`src/rtl/fifo_fwft_ctrl_pkg.sv`:
```
// Shared types and constants for the FWFT FIFO controller and its RAM.
package fifo_pkg;

  typedef enum logic [1:0] {
    EMPTY = 2'd0,
    ONE   = 2'd1,
    TWO   = 2'd2
  } buf_state_t;

  localparam string FIFO_VENDOR    = "generic";
  localparam string FIFO_MEM_MODEL = "fifo_mem_sp_rreg";

endpackage

```
`src/rtl/fifo_fwft_ctrl_if.sv`:
```
// Producer push strobe and consumer valid/ready stream of the FWFT FIFO.
interface fifo_fwft_ctrl_if #(
  parameter int DSIZE = 8
);
  logic             push;
  logic [DSIZE-1:0] dout;
  logic             dout_valid;
  logic             dout_ready;

  modport master (output push, output dout_ready, input dout, input dout_valid);
  modport slave  (input push, input dout_ready, output dout, output dout_valid);
endinterface

```
`src/rtl/fifo_fwft_ctrl_skid2.sv`:
```
// Two-entry output buffer turning registered RAM reads into a FWFT stream.
//   state | meaning
//   EMPTY | no word held, dout_valid low
//   ONE   | head word in slot 0
//   TWO   | head in slot 0, next word in slot 1
module fifo_skid2
  import fifo_pkg::*;
#(
  parameter int DSIZE = 8
) (
  input  logic             clk,
  input  logic             rst,
  input  logic             i_load,
  input  logic [DSIZE-1:0] i_load_data,
  input  logic             i_pop,
  output logic [DSIZE-1:0] o_dout,
  output logic             o_dout_valid,
  output logic [1:0]       o_count
);

  buf_state_t       r_state;
  buf_state_t       w_state_nxt;
  logic [DSIZE-1:0] r_slot0;
  logic [DSIZE-1:0] r_slot1;

  always_ff @(posedge clk or posedge rst) begin
    if (rst) r_state <= EMPTY;
    else     r_state <= w_state_nxt;
  end

  always_comb begin
    w_state_nxt = r_state;
    case (r_state)
      EMPTY:   if (i_load) w_state_nxt = ONE;
      ONE: begin
        if (i_load && !i_pop)      w_state_nxt = TWO;
        else if (!i_load && i_pop) w_state_nxt = EMPTY;
      end
      TWO:     if (i_pop && !i_load) w_state_nxt = ONE;
      default: w_state_nxt = EMPTY;
    endcase
  end

  // On a simultaneous load and pop the older word always shifts toward slot 0.
  always_ff @(posedge clk or posedge rst) begin
    if (rst) begin
      r_slot0 <= '0;
      r_slot1 <= '0;
    end else begin
      case (r_state)
        EMPTY: if (i_load) r_slot0 <= i_load_data;
        ONE: begin
          if (i_load && i_pop) r_slot0 <= i_load_data;
          else if (i_load)     r_slot1 <= i_load_data;
        end
        TWO: begin
          if (i_pop) begin
            r_slot0 <= r_slot1;
            if (i_load) r_slot1 <= i_load_data;
          end
        end
        default: ;
      endcase
    end
  end

  always_comb begin
    o_dout       = r_slot0;
    o_dout_valid = (r_state != EMPTY);
    case (r_state)
      ONE:     o_count = 2'd1;
      TWO:     o_count = 2'd2;
      default: o_count = 2'd0;
    endcase
  end

endmodule

```
`src/rtl/fifo_fwft_ctrl.sv`:
```
// Pointer, flag and level engine for fifo_mem with a first-word-fall-through output.
module fifo_fwft_ctrl
  import fifo_pkg::*;
#(
  parameter int DSIZE    = 8,
  parameter int ASIZE    = 4,
  parameter int AF_LEVEL = (1 << ASIZE) - 2,
  parameter int AE_LEVEL = 2
) (
  input  logic             clk,
  input  logic             rst,
  fifo_fwft_ctrl_if.slave  s_if,
  input  logic             i_clear_err,
  output logic [ASIZE-1:0] o_mem_waddr,
  output logic             o_mem_wclken,
  output logic             o_mem_wfull,
  output logic [ASIZE-1:0] o_mem_raddr,
  output logic             o_mem_rclken,
  output logic             o_mem_rempty,
  input  logic [DSIZE-1:0] i_mem_rdata,
  output logic [ASIZE:0]   o_level,
  output logic             o_almost_full,
  output logic             o_almost_empty,
  output logic             o_overflow,
  output logic             o_underflow
);

  localparam logic [ASIZE:0] INC1   = {{ASIZE{1'b0}}, 1'b1};
  localparam logic [ASIZE:0] AF_THR = AF_LEVEL[ASIZE:0];
  localparam logic [ASIZE:0] AE_THR = AE_LEVEL[ASIZE:0];

  logic [ASIZE:0]   r_wptr;
  logic [ASIZE:0]   r_rptr;
  logic [ASIZE:0]   r_level;
  logic [ASIZE:0]   w_level_nxt;
  logic             r_inflight;
  logic             r_almost_full;
  logic             r_almost_empty;
  logic             r_overflow;
  logic             r_underflow;
  logic             w_rempty;
  logic             w_wfull;
  logic             w_wr_acc;
  logic             w_pop;
  logic             w_rd_issue;
  logic             w_dout_valid;
  logic [DSIZE-1:0] w_dout;
  logic [1:0]       w_buf_count;
  logic [2:0]       w_occupancy;

  assign w_rempty = (r_wptr == r_rptr);
  assign w_wfull  = (r_wptr[ASIZE] != r_rptr[ASIZE]) &&
                    (r_wptr[ASIZE-1:0] == r_rptr[ASIZE-1:0]);
  assign w_wr_acc = s_if.push && !w_wfull;
  assign w_pop    = w_dout_valid && s_if.dout_ready;

  // A pop this cycle frees a buffer slot, which keeps the stream gap-free.
  assign w_occupancy = {1'b0, w_buf_count} + {2'b00, r_inflight} - {2'b00, w_pop};
  assign w_rd_issue  = !w_rempty && (w_occupancy < 3'd2);

  always_comb begin
    w_level_nxt = r_level;
    if (w_wr_acc && !w_pop)      w_level_nxt = r_level + INC1;
    else if (!w_wr_acc && w_pop) w_level_nxt = r_level - INC1;
  end

  always_ff @(posedge clk or posedge rst) begin
    if (rst) begin
      r_wptr         <= '0;
      r_rptr         <= '0;
      r_inflight     <= 1'b0;
      r_level        <= '0;
      r_almost_full  <= 1'b0;
      r_almost_empty <= 1'b1;
      r_overflow     <= 1'b0;
      r_underflow    <= 1'b0;
    end else begin
      if (w_wr_acc)   r_wptr <= r_wptr + INC1;
      if (w_rd_issue) r_rptr <= r_rptr + INC1;
      r_inflight     <= w_rd_issue;
      r_level        <= w_level_nxt;
      r_almost_full  <= (w_level_nxt >= AF_THR);
      r_almost_empty <= (w_level_nxt <= AE_THR);

      if (s_if.push && w_wfull) r_overflow <= 1'b1;
      else if (i_clear_err)     r_overflow <= 1'b0;

      if (s_if.dout_ready && !w_dout_valid) r_underflow <= 1'b1;
      else if (i_clear_err)                 r_underflow <= 1'b0;
    end
  end

  fifo_skid2 #(
    .DSIZE(DSIZE)
  ) u_skid (
    .clk         (clk),
    .rst         (rst),
    .i_load      (r_inflight),
    .i_load_data (i_mem_rdata),
    .i_pop       (w_pop),
    .o_dout      (w_dout),
    .o_dout_valid(w_dout_valid),
    .o_count     (w_buf_count)
  );

  assign s_if.dout       = w_dout;
  assign s_if.dout_valid = w_dout_valid;

  assign o_mem_waddr    = r_wptr[ASIZE-1:0];
  assign o_mem_wclken   = s_if.push;
  assign o_mem_wfull    = w_wfull;
  assign o_mem_raddr    = r_rptr[ASIZE-1:0];
  assign o_mem_rclken   = w_rd_issue;
  assign o_mem_rempty   = w_rempty;
  assign o_level        = r_level;
  assign o_almost_full  = r_almost_full;
  assign o_almost_empty = r_almost_empty;
  assign o_overflow     = r_overflow;
  assign o_underflow    = r_underflow;

endmodule

```
`src/flat_wrapper.sv`:
```
// flat-port wrapper written by rule: the top's interface ports become plain ports
module fifo_fwft_ctrl_flat import fifo_pkg::*;
#(
  parameter int DSIZE    = 8,
  parameter int ASIZE    = 4,
  parameter int AF_LEVEL = (1 << ASIZE) - 2,
  parameter int AE_LEVEL = 2
)
  (clk, rst, i_clear_err, o_mem_waddr, o_mem_wclken, o_mem_wfull, o_mem_raddr, o_mem_rclken, o_mem_rempty, i_mem_rdata, o_level, o_almost_full, o_almost_empty, o_overflow, o_underflow, s_if_push, s_if_dout_ready, s_if_dout, s_if_dout_valid);
  fifo_fwft_ctrl_if #(.DSIZE(DSIZE)) s_if_i ();
  input  logic clk;
  input  logic rst;
  input  logic i_clear_err;
  output logic [ASIZE-1:0] o_mem_waddr;
  output logic o_mem_wclken;
  output logic o_mem_wfull;
  output logic [ASIZE-1:0] o_mem_raddr;
  output logic o_mem_rclken;
  output logic o_mem_rempty;
  input  logic [DSIZE-1:0] i_mem_rdata;
  output logic [ASIZE:0] o_level;
  output logic o_almost_full;
  output logic o_almost_empty;
  output logic o_overflow;
  output logic o_underflow;
  input wire logic [$bits(s_if_i.push)-1:0] s_if_push;
  input wire logic [$bits(s_if_i.dout_ready)-1:0] s_if_dout_ready;
  output wire logic [$bits(s_if_i.dout)-1:0] s_if_dout;
  output wire logic [$bits(s_if_i.dout_valid)-1:0] s_if_dout_valid;
  assign s_if_i.push = s_if_push;
  assign s_if_i.dout_ready = s_if_dout_ready;
  assign s_if_dout = s_if_i.dout;
  assign s_if_dout_valid = s_if_i.dout_valid;
  fifo_fwft_ctrl #(.DSIZE(DSIZE), .ASIZE(ASIZE), .AF_LEVEL(AF_LEVEL), .AE_LEVEL(AE_LEVEL)) u_core (.clk(clk), .rst(rst), .s_if(s_if_i), .i_clear_err(i_clear_err), .o_mem_waddr(o_mem_waddr), .o_mem_wclken(o_mem_wclken), .o_mem_wfull(o_mem_wfull), .o_mem_raddr(o_mem_raddr), .o_mem_rclken(o_mem_rclken), .o_mem_rempty(o_mem_rempty), .i_mem_rdata(i_mem_rdata), .o_level(o_level), .o_almost_full(o_almost_full), .o_almost_empty(o_almost_empty), .o_overflow(o_overflow), .o_underflow(o_underflow));
endmodule
```
`config.mk`:
```
export PLATFORM = sky130hd
export DESIGN_NAME = fifo_fwft_ctrl_flat
export DESIGN_NICKNAME = d
export VERILOG_FILES = /design/src/rtl/fifo_fwft_ctrl_pkg.sv /design/src/rtl/fifo_fwft_ctrl_if.sv /design/src/rtl/fifo_fwft_ctrl_skid2.sv /design/src/rtl/fifo_fwft_ctrl.sv /design/src/flat_wrapper.sv
export SDC_FILE = /design/constraint.sdc
export NUM_CORES = 1
export LEC_CHECK = 0
export BUFFER_PORTS_ARGS = -buffer_cell sky130_fd_sc_hd__buf_2
export CORE_UTILIZATION = 55
export CTS_CLUSTER_DIAMETER = 120
export CTS_CLUSTER_SIZE = 10
export DETAILED_ROUTE_END_ITERATION = 16
export PLACE_DENSITY = 0.78
export RECOVER_POWER = 25
export SYNTH_ARGS = -nofsm -noshare
export SYNTH_HDL_FRONTEND = slang
export SYNTH_SLANG_ARGS = --single-unit
```
`constraint.sdc`:
```
create_clock -name clk -period 6.3 [get_ports clk]
set_clock_uncertainty 0.1 [all_clocks]
set_input_delay 1.26 -clock clk [delete_from_list [all_inputs] [get_ports clk]]
set_output_delay 1.26 -clock clk [all_outputs]
set_load 0.01 [all_outputs]
```
**Yosys cells after proc, flatten, opt, wreduce, memory -nomap -nowiden**

Cells that the tools add are included.

- Bits in registers: 38
- Output and inout port bits: 30

- Add/subtract/negate cells: 6
- Order comparisons: 3
- Equal/unequal tests: 11
- Mux-type cells: 19
- Reductions and logical operators: 26

Operator list:

| kind | number |
|---|---|
| $mux W8 | 6 |
| $pmux W8 S3 | 1 |
| $pmux W8 S2 | 1 |
| $add A5 B1 Y5 const B | 3 |
| $logic_and A1 B1 Y1 | 11 |
| $mux W5 | 2 |
| $mux W2 | 4 |
| $ne A2 B2 Y1 const B | 4 |
| $reduce_bool A2 Y1 | 4 |
| $logic_not A1 Y1 | 6 |
| $pmux W2 S3 | 1 |
| $reduce_and A3 Y1 | 2 |
| $eq A5 B5 Y1 | 1 |
| $ge A5 B4 Y1 const B | 1 |
| $le A5 B2 Y1 const B | 1 |
| $sub A5 B1 Y5 const B | 1 |
| $eq A4 B4 Y1 | 1 |
| $pmux W2 S2 | 1 |
| $reduce_and A4 Y1 | 1 |
| $add A2 B1 Y3 | 1 |
| $lt A3 B2 Y1 const B | 1 |
| $mux W1 | 3 |
| $ne A3 B3 Y1 const B | 1 |
| $reduce_bool A3 Y1 | 1 |
| other kinds (6) | 6 |

**Logic depth before layout (Yosys ltp)**

Gate-level depths: netlist of run 1.

- Depth in word-level cells: 9
- Depth in mapped cells: 9
- Depth with buffers taken out: 9

**By module**

A second synthesis of run 1 with hierarchy kept.

- Cell total of the unflattened synthesis: 169
- Area total of the unflattened synthesis: 2014.4 um^2

By module, submodules not included:

| module | instances | cells an instance | area each (um^2) | sequential area each (um^2) |
|---|---|---|---|---|
| fifo_fwft_ctrl | 1 | 105 | 1144.8 | 501.7 |
| fifo_skid2 | 1 | 64 | 869.6 | 450.4 |

**Worst setup path before layout of run 1**

OpenSTA, ideal clock, no wires.

- Path type: input port to output port
- Start point: input port s_if_dout_ready
- End point: output port o_mem_rclken
- Data arrival time: 2939 ps
- Data required time: 4940 ps
- Slack: 2001 ps
- Stages: 7
- Cells stage by stage: o21a_4 > ha_1 > or2_2 > fa_1 > xnor2_1 > nand2_1 > nor2_1

- Longest elaborated chain between the ends: 4

Ends and longest elaborated chain:

| what | line | text |
|---|---|---|
| start: declaration | flat_wrapper.sv:27 | `input wire logic [$bits(s_if_i.dout_ready)-1:0] s_if_dout_ready;` |
| $logic_and A1 B1 Y1 | fifo_fwft_ctrl.sv:55 | `assign w_pop = w_dout_valid && s_if.dout_ready;` |
| $sub A3 B1 Y3 | fifo_fwft_ctrl.sv:58 | `assign w_occupancy = {1'b0, w_buf_count} + {2'b00, r_inflight} - {2'b00, w_pop};` |
| $lt A3 B2 Y1 | fifo_fwft_ctrl.sv:59 | `assign w_rd_issue = !w_rempty && (w_occupancy < 3'd2);` |
| $logic_and A1 B1 Y1 | fifo_fwft_ctrl.sv:59 |  |
| end: declaration | flat_wrapper.sv:18 | `output logic o_mem_rclken;` |

No other way between the ends.

**Worst setup path in the final report of run 1**

Ends and elaborated chain as after synthesis.

==> flow_metrics.env, run 1 <==
export IMPL_grt_pass1_vias=1333
export IMPL_cts_reportedPaths_clkPinSlew_ns=0.11
export IMPL_hold_viol=0
export IMPL_die_y_um=61.92
export IMPL_timing_setup_tns_ns=0
export IMPL_hpwl_mm=2.713
export IMPL_antenna_left=0
export IMPL_switching_share_pct=41.83
export IMPL_fillCellCount=282
export IMPL_crit_chain="clkbuf_1 -> o21a_4 -> ha_1 -> or2_2 -> fa_1 -> xnor2_1 -> nand2_1 -> nor2_1 -> buf_2"
export IMPL_wl_mm=3.532
export IMPL_synth_ff_latch_count=38
export IMPL_vdd_ir_drop_worst_uv=261.7
export IMPL_postCtsHoldBufs=0
export IMPL_busiest_layer="met2"
export IMPL_ctsRootBufferMaster="clkbuf_4"
export IMPL_diodes=0
export IMPL_failed_checks="capacitance limit, slew limit"
export IMPL_post_cts_setup_buffers=0
export IMPL_power_density_nw_per_um2=602.7
export IMPL_yosys_warnings=0
export IMPL_leakage_uw=0.001027
export IMPL_fin_crit_sh_pct=74.92
export IMPL_antenna_found_initial=0
export IMPL_status="complete, but fails checks"
export IMPL_drc=0
export IMPL_coreArea_um2=3390
export IMPL_rsz0062_at_grt="false"
export IMPL_drive_gt1_share_pct=33.18
export IMPL_yosys_area_top_type="dfrtp_1"
export IMPL_reg2regPathDepth=8
export IMPL_syn_inst=170
export IMPL_crit_path_max_fanout=7
export IMPL_syn_to_final_growth_pct=14.13
export IMPL_synthDominantCellAreaShare_pct=46.89
export IMPL_syn_nets=192
export IMPL_switching_power_uw=568.1
export IMPL_power_frac_comb_pct=50.8
export IMPL_setup_viol=0
export IMPL_required_ns=4.94
export IMPL_period_minus_slack_ns=4.720
export IMPL_synth_area_um2=1974
export IMPL_io_pins=43
export IMPL_dp_cells=249
export IMPL_endpoint_kind="output port"
export IMPL_pwr_share_seq_pct=37.0
export IMPL_vias_per_cell=5.148
export IMPL_htreeDepth=2
export IMPL_fin_area_um2=2253
export IMPL_final_cells=257
export IMPL_syn_avg_cell_area_um2=11.61
export IMPL_use_met3_pct=7.246
export IMPL_drt_iter0_drc=35
export IMPL_max_stage_delay_ns=0.38
export IMPL_met1_usage_pct=23.74
export IMPL_fin_nets=232
export IMPL_worst_pin_slew_ns=1.935
export IMPL_grt_max_degree=39
export IMPL_drv_cap=1
export IMPL_core_rowCount=21
export IMPL_port_buffers=42
export IMPL_cts_buffers_inserted=5
export IMPL_slew_violations=39
export IMPL_clk_latency_ns=0.35
export IMPL_ctsLongestPathBuffers=2
export IMPL_via_count=1323
export IMPL_fp_dieArea_um2=3833
export IMPL_hold_depth=1
export IMPL_worst_setup_path_start_kind="input pin"
export IMPL_grt_use_met2_pct=39.02
export IMPL_cts_tree="done"
export IMPL_crit_arrival_ns=3.36
export IMPL_seq_area_frac_synth_pct=48.23
export IMPL_slowest_stage="fa_1"
export IMPL_intPower_uw=790.1
export IMPL_placed_area_um2=2180
export IMPL_worstSetupPathType="input pin to output port"
export IMPL_place_congestion=0.8315
export IMPL_slew_headroom_pct=-28.97
export IMPL_synth_area_leaders="dfrtp_1 47%, mux2i_1 5.6%, xnor2_1 5.3%, mux2_2 5.1%, ha_1 5.1%"
export IMPL_numClockSinks=38
export IMPL_synth_distinct_cells=35
export IMPL_grt_overflow_total=0
export IMPL_clkPwrFrac_pct=12.1
export IMPL_hold_class="register to register"
export IMPL_initial_core_util_pct=58.25
export IMPL_wl_per_cell_um=13.74
export IMPL_grt_pass1_wl_mm=5.809
export IMPL_postCtsResizedCells=0
export IMPL_drt_pass1_iterations=4
export IMPL_die_w_um=61.92
export IMPL_fmax_mhz=211.9
export IMPL_grt_usage_pct=21.81
==> layer usage <==
layer / up-vias / routed length (um)
met5: - / 0
met4: 0 / 57
met3: 5 / 149
met2: 31 / 1866
met1: 637 / 1458
li1: 650 / -
==> synthesized netlist by cell type, drive strengths merged <==
cell type	instances
nor2b	2
o22ai	2
inv	9
or4	1
nand2	11
buf	11
or2	2
nand3	1
or3	1
dfstp	1
a2111oi	1
mux2	9
xnor2	15
a21oi	8
ha	8
o21ai	6
o21a	2
nand2b	2
nor2	12
o31ai	1
maj3	2
fa	1
dfrtp	37
mux2i	12
xor2	5
a31o	1
nand4	7
==> worst paths after layout <==
check                      slack (ns)                startpoint                  endpoint
setup / recovery                 1.58           s_if_dout_ready              o_mem_rclken
hold / removal                   0.42  u_core.u_skid.r_slot1[0]  u_core.u_skid.r_slot1[0]
setup reg to reg                 3.35  u_core.u_skid.r_state[1]          u_core.r_rptr[1]
hold reg to reg                  0.42  u_core.u_skid.r_slot1[0]  u_core.u_skid.r_slot1[0]
max in group asynchronous        3.51                       rst         u_core.o_overflow
min in group asynchronous        1.48                       rst  u_core.u_skid.r_slot1[7]
==> logic make-up after synthesis <==
group / count (synthesis) / share of synthesized area [%]
adder cells (fa/ha/maj): 11 / 7.098
buffers and inverters: 20 / 5.767
flip-flops: 38 / 48.23
AO/OA/AOI/OAI: 21 / 7.288
multiplexers: 21 / 11.85
AND/OR/NAND/NOR: 39 / 9.759
XOR/XNOR: 20 / 10.01
==> flip-flops by register name, indices dropped and copies added (netlist names) <==
signal,cells
u_core.o_almost_empty,1
u_core.o_almost_full,1
u_core.o_level,5
u_core.o_overflow,1
u_core.o_underflow,1
u_core.r_inflight,1
u_core.r_rptr,5
u_core.r_wptr,5
u_core.u_skid.o_dout,8
u_core.u_skid.r_slot1,8
u_core.u_skid.r_state,2
==> power groups by stage <==
stage | Combinational, uW | Clock [uW] | Sequential [uW]
after floorplan | 526 | 0 | 507
after global placement | 663 | 0 | 494
after detailed placement | 701 | 0 | 508
after CTS | 705 | 168 | 504
after global routing | 781 | 179 | 521
final | 691 | 165 | 503
==> critical path, delay by kind of cell <==
family	cells	cell delay [ns]
and+or+nand+nor	3	0.73
AOI/OAI and AO/OA	1	0.21
adders and majority gates	2	0.64
buffers and inverters	2	0.36
xor gates and xnor gates	1	0.16
==> stage by stage <==
step	utilization [%]	worst slack, ns	hold slack, ns	power, uW
CTS	66.63	1.575	0.4247	1378
detailed placement	64.30	1.598	0.3982	1209
global placement	64.30	1.692	0.3840	1157
floorplan	-	2.001	0.3792	1033
global route	66.48	1.389	0.4405	1481
finish	66.48	1.580	0.4219	1358
==> final cells by class <==
| type | count | area [um2] | share of cell area (%) |
|---|---|---|---|
| Clock inverter | 2 | 37.54 | 1.666 |
| Timing Repair Buffer | 44 | 220.2 | 9.772 |
| Multi-Input combinational cell | 112 | 908.4 | 40.31 |
| Clock buffer | 6 | 41.29 | 1.832 |
| Sequential cell | 38 | 952.2 | 42.25 |
| Tap cell | 46 | 57.56 | 2.554 |
| Inverter | 9 | 36.28 | 1.610 |
==> placed cells by master (no fill, tap or decap), types with 2 or more instances in the layout <==
cell      instances
dfrtp_1          37
or2_2             2
xnor2_1          12
nand2b_1          2
mux2i_1          11
nor2b_1           2
buf_2            41
nor2_1           12
mux2_2            9
xor2_1            5
nand2_1          11
ha_1              8
o21ai_0           4
maj3_1            2
clkbuf_1          3
xnor2_2           3
clkbuf_4          5
inv_1             8
o22ai_1           2
a21oi_1           8
nand4_1           6
Note: power is estimated with default switching activity, not from simulation.
==> inputs of run 2 (changes only) <==
CORE_UTILIZATION = 48   (was 55)
PLACE_DENSITY = 0.72   (was 0.78)
clock period = 4 ns   (was 6.3 ns; I/O delays follow)
==> run 2 against run 1 <==
  * Clock power rose by 62%
  * Cell count increased by 1.2%
  * Largest cell class unchanged
  * Register-to-register slack lost 2.2 ns
  * Sequential share of layout area hardly changed
  * Combinational power rose by 59%
  * Global-route usage down 2.2 points
  * The run now ends clean
==> flow_metrics.env, run 2 (synthesized netlist as in run 1, its figures left out) <==
export IMPL_status="finished, final reports clean"
export IMPL_rsz0062_at_grt="false"
export IMPL_fmax_mhz=282.7
export IMPL_crit_arrival_ns=2.64
export IMPL_final_cells=260
export IMPL_period_minus_slack_ns=3.537
export IMPL_dp_cells=252
export IMPL_power_density_nw_per_um2=954.4
export IMPL_required_ns=3.10
export IMPL_diodes=0
export IMPL_ctsRootBufferMaster="clkbuf_8"
export IMPL_fin_crit_sh_pct=88.42
export IMPL_postCtsResizedCells=0
export IMPL_grt_pass1_vias=1368
export IMPL_htreeDepth=2
export IMPL_hold_class="register to register"
export IMPL_wl_per_cell_um=14.28
export IMPL_leakage_uw=0.001036
export IMPL_grt_max_degree=26
export IMPL_core_rowCount=22
export IMPL_fillCellCount=326
export IMPL_post_cts_setup_buffers=0
export IMPL_fin_area_um2=2256
export IMPL_syn_to_final_growth_pct=14.26
export IMPL_placed_area_um2=2190
export IMPL_slew_headroom_pct=34.72
export IMPL_postCtsHoldBufs=0
export IMPL_worstHoldStart="u_core.u_skid.r_slot1[6]"
export IMPL_cts_tree="done"
export IMPL_io_pins=43
export IMPL_fin_nets=233
export IMPL_numClockSinks=38
export IMPL_met1_usage_pct=23.92
export IMPL_die_y_um=66.14
export IMPL_drive_gt1_share_pct=33.02
export IMPL_hpwl_mm=2.825
export IMPL_cts_buffers_inserted=5
export IMPL_initial_core_util_pct=51.98
export IMPL_timing_setup_tns_ns=0
export IMPL_vias_per_cell=5.227
export IMPL_antenna_left=0
export IMPL_fp_dieArea_um2=4374
export IMPL_coreArea_um2=3799
export IMPL_worst_pin_slew_ns=0.9727
export IMPL_die_w_um=66.14
export IMPL_busiest_layer="met2"
export IMPL_drc=0
export IMPL_port_buffers=42
export IMPL_regToRegStartpoint="u_core.u_skid.r_state[1]"
export IMPL_worst_setup_path_start_kind="input pin"
export IMPL_grt_overflow_total=0
export IMPL_via_count=1359
export IMPL_regArea_um2=952.2
export IMPL_crit_path_max_fanout=6
export IMPL_hold_viol=0
export IMPL_final_common_cell="buf_2"
export IMPL_drv_cap=0
export IMPL_place_congestion=0.7697
export IMPL_slew_violations=0
export IMPL_use_met3_pct=6.379
export IMPL_vdd_ir_drop_worst_uv=432.0
export IMPL_wl_mm=3.713
export IMPL_clk_latency_ns=0.28
export IMPL_ctsLongestPathBuffers=2
export IMPL_final_cell_mix="42 x buf_2, 37 x dfrtp_1, 13 x xnor2_1, 12 x nor2_1"
export IMPL_worstSetupPathType="input pin to output port"
export IMPL_grt_usage_pct=19.62
export IMPL_drt_iter0_drc=54
export IMPL_drt_pass1_iterations=4
export IMPL_cts_reportedPaths_clkPinSlew_ns=0.07
export IMPL_grt_use_met2_pct=33.04
export IMPL_setup_viol=0
export IMPL_multiInputGateArea_um2=883.3
export IMPL_grt_pass1_wl_mm=6.320
export IMPL_cp_startpoint="s_if_dout_ready"
export IMPL_antenna_found_initial=0
export IMPL_endpoint_kind="output port"
[run 2: changes by cell type in the layout (fill, tap and decap cells not counted)]
cell        delta
clkbuf_8       +6
clkbuf_4       -5
buf_4          +2
clkbuf_1       -2
buf_2          +1
bufinv_16      -1
clkinv_2       +1
clkinvlp_4     -1
nand4_1        +1
nand4_2        -1
o21ai_0        +1
o21ai_4        -1
xnor2_1        +1
xnor2_2        -1
[run 2: area by class of cell]
class	count	share of cell area, %
Clock inverter	1	0.2219
Tap cell	48	2.662
Timing Repair Buffer	45	10.32
Inverter	9	1.608
Clock buffer	7	3.827
Multi-Input combinational cell	112	39.16
Sequential cell	38	42.21
[run 2: report_power, final]
| group | leakage, uW | switching (uW) | total (uW) | internal (uW) |
|---|---|---|---|---|
| Clock | 0.0000482 | 129 | 268 | 139 |
| Combinational | 0.000543 | 566 | 1100 | 534 |
| Sequential | 0.000445 | 192 | 784 | 592 |
| Total | 0.00104 | 888 | 2150 | 1260 |
[run 2: path summary, 6_finish.rpt]
kind                                                  to  slack (ns)  cells after the start
worst max register to register          u_core.r_rptr[1]        1.13                      9
worst min-delay path            u_core.u_skid.r_slot1[6]        0.41                      1
worst max-delay path                        o_mem_rclken        0.46                      9
min in group asynchronous              u_core.r_inflight        0.62                      2
max in group asynchronous        u_core.u_skid.o_dout[1]        2.44                      3
worst min register to register  u_core.u_skid.r_slot1[6]        0.41                      1
[run 2: metal layers]
metal,routed length (um),vias to the layer above,part of all wire [%]
met1,1624,676,44
met5,0,-,0
met4,17,0,0.46
li1,-,650,-
met2,1894,31,51
met3,176,2,4.7
[run 2: critical path, cell delays in order]
cell	delay, ns
buf_2	0.12
o21a_4	0.15
ha_1	0.30
or2_2	0.32
fa_1	0.39
xnor2_1	0.16
nand2_1	0.06
nor2_1	0.17
buf_2	0.17
[run 2: per-stage QoR]
step | power, uW | hold slack, ns | utilization, % | setup WS [ns]
6_report | 2153 | 0.4106 | 59.39 | 0.4630
5_1_grt | 2343 | 0.4325 | 59.39 | 0.4175
4_1_cts | 2205 | 0.4108 | 60.05 | 0.4747
3_5_place_dp | 1931 | 0.3943 | 57.64 | 0.4743
3_3_place_gp | 1859 | 0.3870 | 57.64 | 0.5292
2_1_floorplan | 1627 | 0.3792 | - | 0.6211
==> inputs of run 3 (changes only) <==
REMOVE_ABC_BUFFERS = 1   (was unset)
SLEW_MARGIN = 0   (was unset)
==> run 3 against run 2 <==
  * The flow now finishes with violations (capacitance limit, slew limit)
  * First-iteration DRC count rose by 17%
  * Total power grew 1.6%
  * Flip-flop and latch count stayed put
  * Utilization is 0.56 points higher
  * Critical path depth did not move
  * Sequential share of layout area fell by 0.39 points
  * Wire length down 2.6%
  * Maximum frequency increased by 0.13%
  * Clock-buffer cell count unchanged
  * Final area grew 0.94%
  * Cell count is the same
  * Global-route usage shrank 0.74 points
==> flow_metrics.env, run 3 (synthesized netlist as in run 1, its figures left out) <==
export IMPL_status="complete, but fails checks"
export IMPL_failed_checks="capacitance limit, slew limit"
export IMPL_vias_per_cell=5.158
export IMPL_grt_pass1_wl_mm=6.127
export IMPL_final_common_cell="buf_2"
export IMPL_crit_path_max_fanout=6
export IMPL_drv_cap=1
export IMPL_fin_area_um2=2277
export IMPL_final_cell_mix="42 x buf_2, 37 x dfrtp_1, 12 x xnor2_1, 12 x nor2_1"
export IMPL_ctsRootBufferMaster="clkbuf_8"
export IMPL_vdd_ir_drop_worst_uv=358.8
export IMPL_placed_area_um2=2190
export IMPL_worst_pin_slew_ns=1.993
export IMPL_fin_crit_sh_pct=88.31
export IMPL_diodes=0
export IMPL_die_y_um=66.14
export IMPL_fmax_mhz=283.1
export IMPL_drive_gt1_share_pct=33.96
export IMPL_slew_headroom_pct=-32.89
export IMPL_grt_overflow_total=0
export IMPL_coreArea_um2=3799
export IMPL_ctsLongestPathBuffers=2
export IMPL_setup_viol=0
export IMPL_cts_tree="done"
export IMPL_drt_iter0_drc=63
export IMPL_antenna_left=0
export IMPL_antenna_found_initial=0
export IMPL_hpwl_mm=2.724
export IMPL_numClockSinks=38
export IMPL_timing_setup_tns_ns=0
export IMPL_wl_mm=3.617
export IMPL_io_pins=43
export IMPL_postCtsHoldBufs=0
export IMPL_fillCellCount=311
export IMPL_endpoint_kind="output port"
export IMPL_fin_nets=233
export IMPL_postCtsResizedCells=0
export IMPL_worst_setup_path_start_kind="input pin"
export IMPL_port_buffers=42
export IMPL_wl_per_cell_um=13.91
export IMPL_core_rowCount=22
export IMPL_crit_arrival_ns=2.63
export IMPL_via_count=1341
export IMPL_power_density_nw_per_um2=960.9
export IMPL_initial_core_util_pct=51.98
export IMPL_place_congestion=0.8192
export IMPL_grt_pass1_vias=1384
export IMPL_drt_pass1_iterations=4
export IMPL_required_ns=3.10
export IMPL_grt_usage_pct=18.89
export IMPL_syn_to_final_growth_pct=15.34
export IMPL_hold_viol=0
export IMPL_fp_dieArea_um2=4374
export IMPL_htreeDepth=2
export IMPL_period_minus_slack_ns=3.532
export IMPL_cts_buffers_inserted=5
export IMPL_worst_hold_slack_ns=0.4060
export IMPL_rsz0062_at_grt="false"
export IMPL_die_w_um=66.14
export IMPL_slew_violations=39
export IMPL_clk_latency_ns=0.28
export IMPL_post_cts_setup_buffers=0
export IMPL_drc=0
export IMPL_cts_reportedPaths_clkPinSlew_ns=0.07
export IMPL_cp_startpoint="s_if_dout_ready"
export IMPL_hold_class="register to register"
export IMPL_worstSetupPathType="input pin to output port"
export IMPL_regToRegStartpoint="u_core.u_skid.r_state[1]"
export IMPL_leakage_uw=0.001045
export IMPL_grt_max_degree=39
export IMPL_worstHoldStart="u_core.u_skid.r_slot1[4]"
[run 3: metrics by stage]
step | total power (uW) | std cells | setup slack, ns | util (%)
after global placement | 1862 | 252 | 0.5256 | 57.64
final | 2188 | 260 | 0.4676 | 59.95
after detailed placement | 1938 | 252 | 0.4682 | 57.64
after global routing | 2365 | 260 | 0.3999 | 59.95
after CTS | 2209 | 260 | 0.4623 | 60.05
after floorplan | 1561 | 159 | 0.6173 | -
[run 3: worst paths after layout]
kind,endpoint,slack [ns],cells past startpoint
setup / recovery,o_mem_rclken,0.47,9
hold / removal,u_core.u_skid.r_slot1[4],0.41,1
setup reg to reg,u_core.r_rptr[1],1.13,9
hold reg to reg,u_core.u_skid.r_slot1[4],0.41,1
max in group asynchronous,u_core.r_rptr[2],1.54,3
min in group asynchronous,u_core.r_wptr[4],1.13,3
[run 3: report_power, final]
group	switching [uW]	internal (uW)	total, uW
sequential	202	592	794
clock	126	139	265
combinational	583	547	1130
total	911	1280	2190
[run 3: layout make-up]
class	count	area (um2)	area share (%)
multi-input combinational	112	908.4	39.89
clock buffer	7	86.33	3.791
timing repair buffer	45	229.0	10.05
clock inverter	1	5.005	0.2198
sequential	38	952.2	41.81
inverter	9	36.28	1.593
tap	48	60.06	2.637
[run 3: worst max-delay path: stages]
cell	delay, ns
buf_2	0.12
o21a_4	0.15
ha_1	0.30
or2_2	0.32
fa_1	0.38
xnor2_1	0.18
nand2_1	0.07
nor2_1	0.14
buf_2	0.16
[run 3: routing by layer]
metal	global-route usage [%]	vias up	share of wire, %
met4	6.649	0	1.5
met2	32.78	30	50
met1	22.69	654	44
met5	0	-	0
li1	-	651	-
met3	4.483	6	4.3
